### src/rtl/pred_regfile_mp.sv
// Multi-ported 1-bit predicate register file with set/and/or/xor write ops and one-deep shadow.
// Define PRED_REGFILE_BYPASS_EN to forward same-cycle write results onto rd_data.
module pred_regfile_mp #(
  parameter int NUM_REGS = 16,
  parameter int ADDR_W   = $clog2(NUM_REGS),
  parameter int NUM_RD   = 2,
  parameter int NUM_WR   = 2
) (
  input  logic                       clk,
  input  logic                       reset_n,
  input  logic [NUM_RD*ADDR_W-1:0]   rd_addr,
  output logic [NUM_RD-1:0]          rd_data,
  input  logic [NUM_WR-1:0]          wr_en,
  input  logic [NUM_WR*ADDR_W-1:0]   wr_addr,
  input  logic [NUM_WR*2-1:0]        wr_op,
  input  logic [NUM_WR-1:0]          wr_data,
  input  logic                       clear_all,
  input  logic                       save,
  input  logic                       restore,
  output logic                       shadow_valid,
  output logic [NUM_REGS-1:0]        pred_vec
);

  localparam logic [1:0] OP_SET = 2'b00;
  localparam logic [1:0] OP_AND = 2'b01;
  localparam logic [1:0] OP_OR  = 2'b10;
  localparam logic [1:0] OP_XOR = 2'b11;

  localparam logic [ADDR_W:0]   NREGS_W = (ADDR_W+1)'(NUM_REGS);
  localparam logic [NUM_REGS-1:0] VEC_ONE = {{(NUM_REGS-1){1'b0}}, 1'b1};

  function automatic logic apply_op(input logic q, input logic [1:0] op, input logic d);
    case (op)
      OP_SET:  return d;
      OP_AND:  return q & d;
      OP_OR:   return q | d;
      OP_XOR:  return q ^ d;
      default: return d;
    endcase
  endfunction

  logic [NUM_REGS-1:0] r_regs;
  logic [NUM_REGS-1:0] r_shadow;
  logic                r_shadow_valid;

  logic [NUM_REGS-1:0] w_wr_vec;
  logic [NUM_REGS-1:0] w_next_vec;
  logic                w_restore_valid;

  assign w_restore_valid = restore & r_shadow_valid;

  // Port writes against pre-edge state; later ports overwrite earlier ones so the highest index wins.
  always_comb begin
    w_wr_vec = r_regs;
    for (int r = 1; r < NUM_REGS; r++) begin
      for (int p = 0; p < NUM_WR; p++) begin
        if (wr_en[p] && (wr_addr[p*ADDR_W +: ADDR_W] == ADDR_W'(r))) begin
          w_wr_vec[r] = apply_op(r_regs[r], wr_op[p*2 +: 2], wr_data[p]);
        end else begin
          w_wr_vec[r] = w_wr_vec[r];
        end
      end
    end
    w_wr_vec[0] = 1'b1;
  end

  // Whole-vector priority: valid restore, then clear, then port writes.
  always_comb begin
    if (w_restore_valid) begin
      w_next_vec = r_shadow | VEC_ONE;
    end else if (clear_all) begin
      w_next_vec = VEC_ONE;
    end else begin
      w_next_vec = w_wr_vec;
    end
  end

  // Predicate register state; bit 0 is held at 1.
  always_ff @(posedge clk or negedge reset_n) begin
    if (!reset_n) begin
      r_regs <= VEC_ONE;
    end else begin
      r_regs <= w_next_vec;
    end
  end

  // Shadow capture; a save alongside a valid restore swaps and keeps the shadow valid.
  always_ff @(posedge clk or negedge reset_n) begin
    if (!reset_n) begin
      r_shadow       <= {NUM_REGS{1'b0}};
      r_shadow_valid <= 1'b0;
    end else if (save) begin
      r_shadow       <= r_regs;
      r_shadow_valid <= 1'b1;
    end else if (w_restore_valid) begin
      r_shadow       <= r_shadow;
      r_shadow_valid <= 1'b0;
    end else begin
      r_shadow       <= r_shadow;
      r_shadow_valid <= r_shadow_valid;
    end
  end

  // Combinational read ports, optionally forwarding the next-state bit on an address hit.
  always_comb begin
    logic [ADDR_W-1:0] v_addr;
    logic              v_hit;
    rd_data = {NUM_RD{1'b0}};
    v_addr  = {ADDR_W{1'b0}};
    v_hit   = 1'b0;
    for (int i = 0; i < NUM_RD; i++) begin
      v_addr = rd_addr[i*ADDR_W +: ADDR_W];
      v_hit  = 1'b0;
`ifdef PRED_REGFILE_BYPASS_EN
      for (int p = 0; p < NUM_WR; p++) begin
        if (wr_en[p] && (wr_addr[p*ADDR_W +: ADDR_W] == v_addr) && (v_addr != {ADDR_W{1'b0}})) begin
          v_hit = 1'b1;
        end else begin
          v_hit = v_hit;
        end
      end
`else
      v_hit = 1'b0;
`endif
      if ({1'b0, v_addr} >= NREGS_W) begin
        rd_data[i] = 1'b0;
      end else if (v_hit) begin
        rd_data[i] = w_next_vec[v_addr];
      end else begin
        rd_data[i] = r_regs[v_addr];
      end
    end
  end

  assign pred_vec     = r_regs;
  assign shadow_valid = r_shadow_valid;

endmodule

### config.mk
export PLATFORM = sky130hd
export DESIGN_NAME = pred_regfile_mp
export DESIGN_NICKNAME = d
export VERILOG_FILES = /design/src/rtl/pred_regfile_mp.sv
export SDC_FILE = /design/constraint.sdc
export NUM_CORES = 1
export LEC_CHECK = 0
export BUFFER_PORTS_ARGS = -buffer_cell sky130_fd_sc_hd__buf_2
export CAP_MARGIN = 10
export CORE_MARGIN = 2
export CORE_UTILIZATION = 40
export DETAILED_ROUTE_END_ITERATION = 10
export HOLD_SLACK_MARGIN = 0.03
export PLACE_DENSITY_LB_ADDON = 0.12
export SYNTH_ARGS = -nofsm -noshare
export SYNTH_HDL_FRONTEND = slang
export SYNTH_SLANG_ARGS = --single-unit
### constraint.sdc
create_clock -name clk -period 1.65 [get_ports clk]
set_clock_uncertainty 0.15 [all_clocks]
set_input_delay 0.0825 -clock clk [delete_from_list [all_inputs] [get_ports clk]]
set_output_delay 0.0825 -clock clk [all_outputs]
set_load 0.01 [all_outputs]
==> results.toml, run 1 <==
[yosys]
synth_ff_type = "dfrtp_1"
ys_warn_count = 0
synth-edff-count = 0
ys_ff_latch = 31
synth_area_mm2 = 0.00369
ys_seq_area_share_pct = 21.0
synth.distinct_cells = 48
syn-num-nets = 498
synthArstFlopShare_pct = 100
synth_area_per_cell_um2 = 9.01
syn_inst = 409

[status]
failed_checks = "negative setup slack"
status = "complete, but fails checks"

[setup_path]
r2r-end = "pred_vec[3]"
cp.depth = 3
critPathMostFrequentCell = "mux4_2"
reg2reg_slack_ns = -0.12
worstSetupEndpoint = "rd_data[0]"
worst-path-buf-inv = 1
arrival_ns = 1.82
endpoint_kind = "output port"
reg2reg_depth = 6
critical-path-max-stage-delay_ns = 0.49
crit_start = "pred_vec[12]"
r2r-start = "pred_vec[3]"
startpoint_type = "flop"
critPathMaxFanout = 5
critPathSlowestCell = "mux4_2"
worstSetupPathType = "reg2out"
worstPathRequired_ns = 1.42
path_cells = "mux4_2 -> mux4_2 -> buf_6"
crit_family = "multiplexers"

[floorplan]
die_w_um = 100
io_pins = 48
dieArea_mm2 = 0.0100
fp.dieH_um = 100
rows = 35
initial_core_util_pct = 40.5
core_area_mm2 = 0.00911

[layout]
area_growth_syn_to_layout_pct = 41.0
diodes = 0
final-instance-count-excl-fill = 646
drive_above_1_share_pct = 43.6
fillers = 816
nNetsFinal = 623

[job]
maxCapViolCount = 0

[clock_tree]
htree_levels = 2
cts_root_buffer = "clkbuf_8"
clkTransAtPathRegs_ns = 0.08
cts-buffers-inserted = 5
numClockSinks = 31
clockBufferDepth = 2
clock_latency_ns = 0.29
cts_tree = "done"

[global_route]
grt_first_pass_wirelength_um = 20600
grt_use_total_pct = 26.8
grt_pass1_vias = 3715
antenna_found_initial = 0
grt_overflow_total = 0
grt_max_degree = 32

[hold_path]
hold_class = "in2reg"
whs_path_depth = 3

[route]
drtPass1Iterations = 5
drt-total-wl_um = 13300
post-route-drc-count = 0
drt.antenna.violating_nets = 0
drt-initial-drc-count = 306
wl_per_cell_um = 20.6
vias = 3752
vias_per_cell = 5.81

[sta]
slew_headroom_pct = 63.8
hold_viol = 0
fin_ws_ns = -0.406
setup_viol = 11
drv_slew = 0
period_minus_slack_ns = 2.06
rsz0062_at_grt = "true"
timing.final.crit_share_pct = 125
hold_ws_ns = 0.0633
max_freq_mhz = 486
tightest_slew_ns = 0.538

[placement]
post-place-cells = 619
gp_congestion = 0.937
dp_hpwl_um = 9860
numPortBuffers = 46
dpl_worst_slack_ns = -0.162

[power]
ir_worst_vdd_v = 0.000416
leakagePower_nw = 2.30
finalPower_w = 0.00341
power_density_mw_per_mm2 = 656
kinds of logic (layout without fill, tap and decap cells):
family / count (synthesis) / count (layout) / share of synthesized area [%]
simple gates: 149 / 149 / 22.5
compound gates: 94 / 94 / 18.0
fa+ha+maj: 60 / 60 / 20.4
buf+inv: 46 / 172 / 5.53
flops: 31 / 31 / 21.0
mux: 28 / 28 / 12.5
other cells: 1 / 1 / 0.102
cells in the mapped netlist (3+ instances only):
| library cell | number | area (um2) |
|---|---|---|
| a21oi_1 | 9 | 45.0 |
| nand2b_1 | 11 | 68.8 |
| a2111oi_0 | 3 | 26.3 |
| ha_1 | 60 | 751 |
| a32oi_1 | 12 | 105 |
| mux4_1 | 6 | 158 |
| mux2_2 | 15 | 169 |
| nor2_1 | 15 | 56.3 |
| a31oi_1 | 15 | 93.8 |
| o211ai_1 | 9 | 67.6 |
| a22oi_1 | 3 | 22.5 |
| o21ai_0 | 19 | 95.1 |
| clkbuf_1 | 6 | 22.5 |
| buf_2 | 9 | 45.0 |
| o2111ai_1 | 14 | 123 |
| nor4_1 | 3 | 18.8 |
| or2_2 | 3 | 18.8 |
| nand2_1 | 33 | 124 |
| dfrtp_1 | 31 | 776 |
| nor3_1 | 3 | 15.0 |
| inv_1 | 25 | 93.8 |
| mux4_2 | 5 | 113 |
| nand3_1 | 7 | 35.0 |
| and3b_1 | 4 | 35.0 |
| and3_1 | 12 | 75.1 |
| nand3b_1 | 3 | 22.5 |
| a41oi_1 | 3 | 26.3 |
| nand4_1 | 3 | 18.8 |
| nor2b_1 | 42 | 263 |
cell usage in the layout, fill, tap and decap left out, types with 4 or more instances in the layout:
cell type  netlist  final
buf_2            9     44
inv_2            0      8
nor2_1          15     14
and3b_1          4      4
inv_1           25     11
o21ai_1          0      7
mux4_2           5     11
a21oi_1          9      6
and3_1          12     11
o211ai_1         9      9
a32oi_1         12      9
nand3_1          7      7
nand2b_1        11     10
mux2_2          15     15
dfrtp_2          0      8
o2111ai_1       14     13
buf_6            2     13
inv_4            0      5
buf_12           0      5
clkbuf_8         0      7
ha_1            60     51
o21ai_0         19     12
nand2_1         33     32
nor2b_1         42     41
buf_4            1     74
dfrtp_1         31     23
ha_4             0      7
a31oi_1         15     14
what timing repair did:
action                                  CTS  global route
endpoints found under the hold margin    31             0
setup buffers                             9             9
gates resized for setup                  30            60
hold buffers                              1             0
pin swaps                                24            27
cloned                                    0             1
endpoints found under the setup margin   16            17
worst min-delay path: stages:
cell	delay [ns]
buf_2	0.17
o2111ai_1	0.12
a31oi_1	0.10
metrics by stage:
| step | util, % | instance area, um2 | TNS [ns] |
|---|---|---|---|
| floorplan | - | 3690 | -0.0477 |
| global placement | 50.1 | 4560 | -0.884 |
| detailed placement | 50.1 | 4560 | -1.25 |
| CTS | 53.3 | 4860 | -1.51 |
| global route | 57.1 | 5200 | -2.16 |
| finish | 57.1 | 5200 | -1.32 |
per-layer routing:
| layer | global-route usage (%) | vias to the layer above | part of all wire, % |
|---|---|---|---|
| met4 | 10.1 | 0 | 4.0 |
| li1 | - | 1768 | - |
| met3 | 4.04 | 35 | 6.3 |
| met1 | 35.7 | 1803 | 42 |
| met5 | 0 | - | 0 |
| met2 | 44.1 | 146 | 48 |
area by class of cell:
class | count | area [um2] | share of cell area, %
clock buffers | 8 | 100 | 1.93
inverters | 25 | 111 | 2.14
multi-input cells | 332 | 2990 | 57.5
flip-flops and latches | 31 | 786 | 15.1
repair buffers | 139 | 1070 | 20.6
well taps | 111 | 139 | 2.67
power by group:
part	internal [W]	switching [W]
sequential	0.000894	0.000112
combinational	0.000871	0.000834
clock	0.000381	0.000315
worst min path at each step:
stage                from      endpoint  slack (ns)
2_1_floorplan     reset_n  pred_vec[10]       -0.36
3_5_place_dp      reset_n   pred_vec[1]       0.007
4_1_cts        wr_addr[6]  pred_vec[15]        0.04
6_report       wr_addr[6]  pred_vec[15]        0.06
3_3_place_gp      reset_n   r_shadow[1]       0.007
5_1_grt        wr_addr[6]  pred_vec[15]        0.08
registers in the layout (all words and copies together) (netlist names):
name	count
r_shadow	15
shadow_valid	1
pred_vec	15
Note: power is estimated with default switching activity, not from simulation.
==> run 2, diff against run 1 <==
CORE_UTILIZATION = 44   (was 40)
clock period = 2 ns   (was 1.65 ns; I/O delays follow)
==> run 2 against run 1 <==
  * The flow still finishes with violations (negative setup slack)
  * Via count down 1.1%
  * Register-to-register slack better by 0.20 ns
  * Cell area decreased by 14%
  * Combinational power shrank 34%
  * Power fell by 25%
  * Sequential cell count stayed put
  * Sequential power decreased by 18%
  * Sequential share of layout area is 2.5 points higher
  * Setup slack better by 0.31 ns
  * Wire length shrank 2.4%
  * First-iteration DRC count is 6.2% lower
  * Clock power is 16% lower
==> results.toml, run 2 (synthesis results as in run 1) <==
[clock_tree]
clockBufferDepth = 2
cts_root_buffer = "clkbuf_8"
clkTransAtPathRegs_ns = 0.08
clock_latency_ns = 0.29
cts-buffers-inserted = 5
cts_tree = "done"
htree_levels = 2
numClockSinks = 31

[sta]
rsz0062_at_grt = "true"
tns_ns = -0.194
tightest_slew_ns = 0.811
timing.final.crit_share_pct = 105
max_freq_mhz = 476
slew_headroom_pct = 45.9
drv_slew = 0
period_minus_slack_ns = 2.10
setup_viol = 2
fin_ws_ns = -0.100
hold_viol = 0

[layout]
most-common-layout-cells = "ha_1, buf_4, buf_2"
diodes = 0
nNetsFinal = 583
area_growth_syn_to_layout_pct = 21.0
drive_above_1_share_pct = 28.9
final_common_cell = "ha_1"
finalInstanceArea_mm2 = 0.00446

[floorplan]
core_area_mm2 = 0.00818
die_w_um = 95.5
fp.dieH_um = 95.5
io_pins = 48
rows = 33
dieArea_mm2 = 0.00913
initial_core_util_pct = 45.1

[global_route]
grt_overflow_total = 0
grt_first_pass_wirelength_um = 20100
grt_pass1_vias = 3638
grt_max_degree = 32
grt_use_total_pct = 29.6
antenna_found_initial = 0

[power]
power_density_mw_per_mm2 = 571
finalPower_w = 0.00255
leakagePower_nw = 2.05
ir_worst_vdd_v = 0.000288

[setup_path]
worstSetupPathType = "reg2out"
reg2reg_slack_ns = 0.08
critPathSlowestCell = "mux4_2"
endpoint_kind = "output port"
worstPathRequired_ns = 1.75
crit_family = "multiplexers"
worst-path-buf-inv = 1
r2r-end = "pred_vec[11]"
arrival_ns = 1.85
critical-path-max-stage-delay_ns = 0.49
r2r-start = "shadow_valid"
critPathMaxFanout = 3
reg2reg_depth = 4
path_cells = "mux4_2 -> mux4_2 -> buf_6"
startpoint_type = "flop"
critPathMostFrequentCell = "mux4_2"

[placement]
gp_congestion = 0.935
dp_hpwl_um = 9650
numPortBuffers = 46
placed_cell_area_mm2 = 0.00425

[hold_path]
whs_path_depth = 4
hold_class = "in2reg"
min_to = "pred_vec[2]"
min-delay-start = "clear_all"

[status]
status = "complete, but fails checks"
failed_checks = "negative setup slack"

[route]
vias_per_cell = 6.19
drt-total-wl_um = 13000
post-route-drc-count = 0
wl_per_cell_um = 21.6
drt-initial-drc-count = 287
drtPass1Iterations = 5
drt.antenna.violating_nets = 0
vias = 3712

[job]
maxCapViolCount = 0
-- run 2: layout make-up --
| type | count | area [um2] |
|---|---|---|
| clock buffer | 8 | 100 |
| timing repair buffer | 99 | 661 |
| multi-input combinational | 332 | 2690 |
| tap | 105 | 131 |
| inverter | 25 | 93.8 |
| fill | 798 | 3710 |
| sequential | 31 | 785 |
-- run 2: timing repair --
action	CTS	global route
endpoints found under the setup margin	2	3
gates cloned	0	0
setup buffers	10	0
pin swaps	0	0
resized for setup	15	1
endpoints found under the hold margin	33	0
hold buffers	3	0
-- run 2: per-layer routing --
layer,vias up,wire (um),GRT usage (%)
li1,1691,-,-
met1,1808,5860,42.1
met2,184,5820,45.3
met3,29,868,3.72
met4,0,422,11.4
met5,-,0,0
-- run 2: where the power goes --
group	switching, W	leakage [nW]	internal [W]
logic	0.000599	1.63	0.000531
registers	0.0000946	0.375	0.000738
clock network	0.000271	0.0515	0.000315
total	0.000964	2.05	0.00158
-- run 2: how the worst max path moves through the flow --
stage | end | slack, ns | from | cells past startpoint
final | rd_data[0] | -0.10 | pred_vec[7] | 3
after global routing | rd_data[0] | -0.13 | pred_vec[15] | 3
after CTS | rd_data[0] | -0.09 | pred_vec[15] | 3
after detailed placement | pred_vec[10] | 0.13 | pred_vec[10] | 7
after global placement | pred_vec[11] | 0.14 | shadow_valid | 4
after floorplan | pred_vec[1] | 0.20 | pred_vec[1] | 5
-- run 2: stage by stage --
step / hold slack (ns) / utilization, % / cells / setup WS, ns
2_1_floorplan: -0.346 / - / 409 / 0.197
3_3_place_gp: 0.0694 / 52.0 / 579 / 0.138
3_5_place_dp: 0.0704 / 52.0 / 579 / 0.131
4_1_cts: 0.0655 / 54.5 / 600 / -0.0919
5_1_grt: 0.0910 / 54.6 / 600 / -0.126
6_report: 0.0801 / 54.6 / 600 / -0.100
-- run 2: worst reg2reg max path, stage by stage (launching register included) --
cell and delay [ns]:
dfrtp_1 0.38, a21o_1 0.28, nor2_1 0.43, o2111ai_1 0.20
a31oi_1 0.36
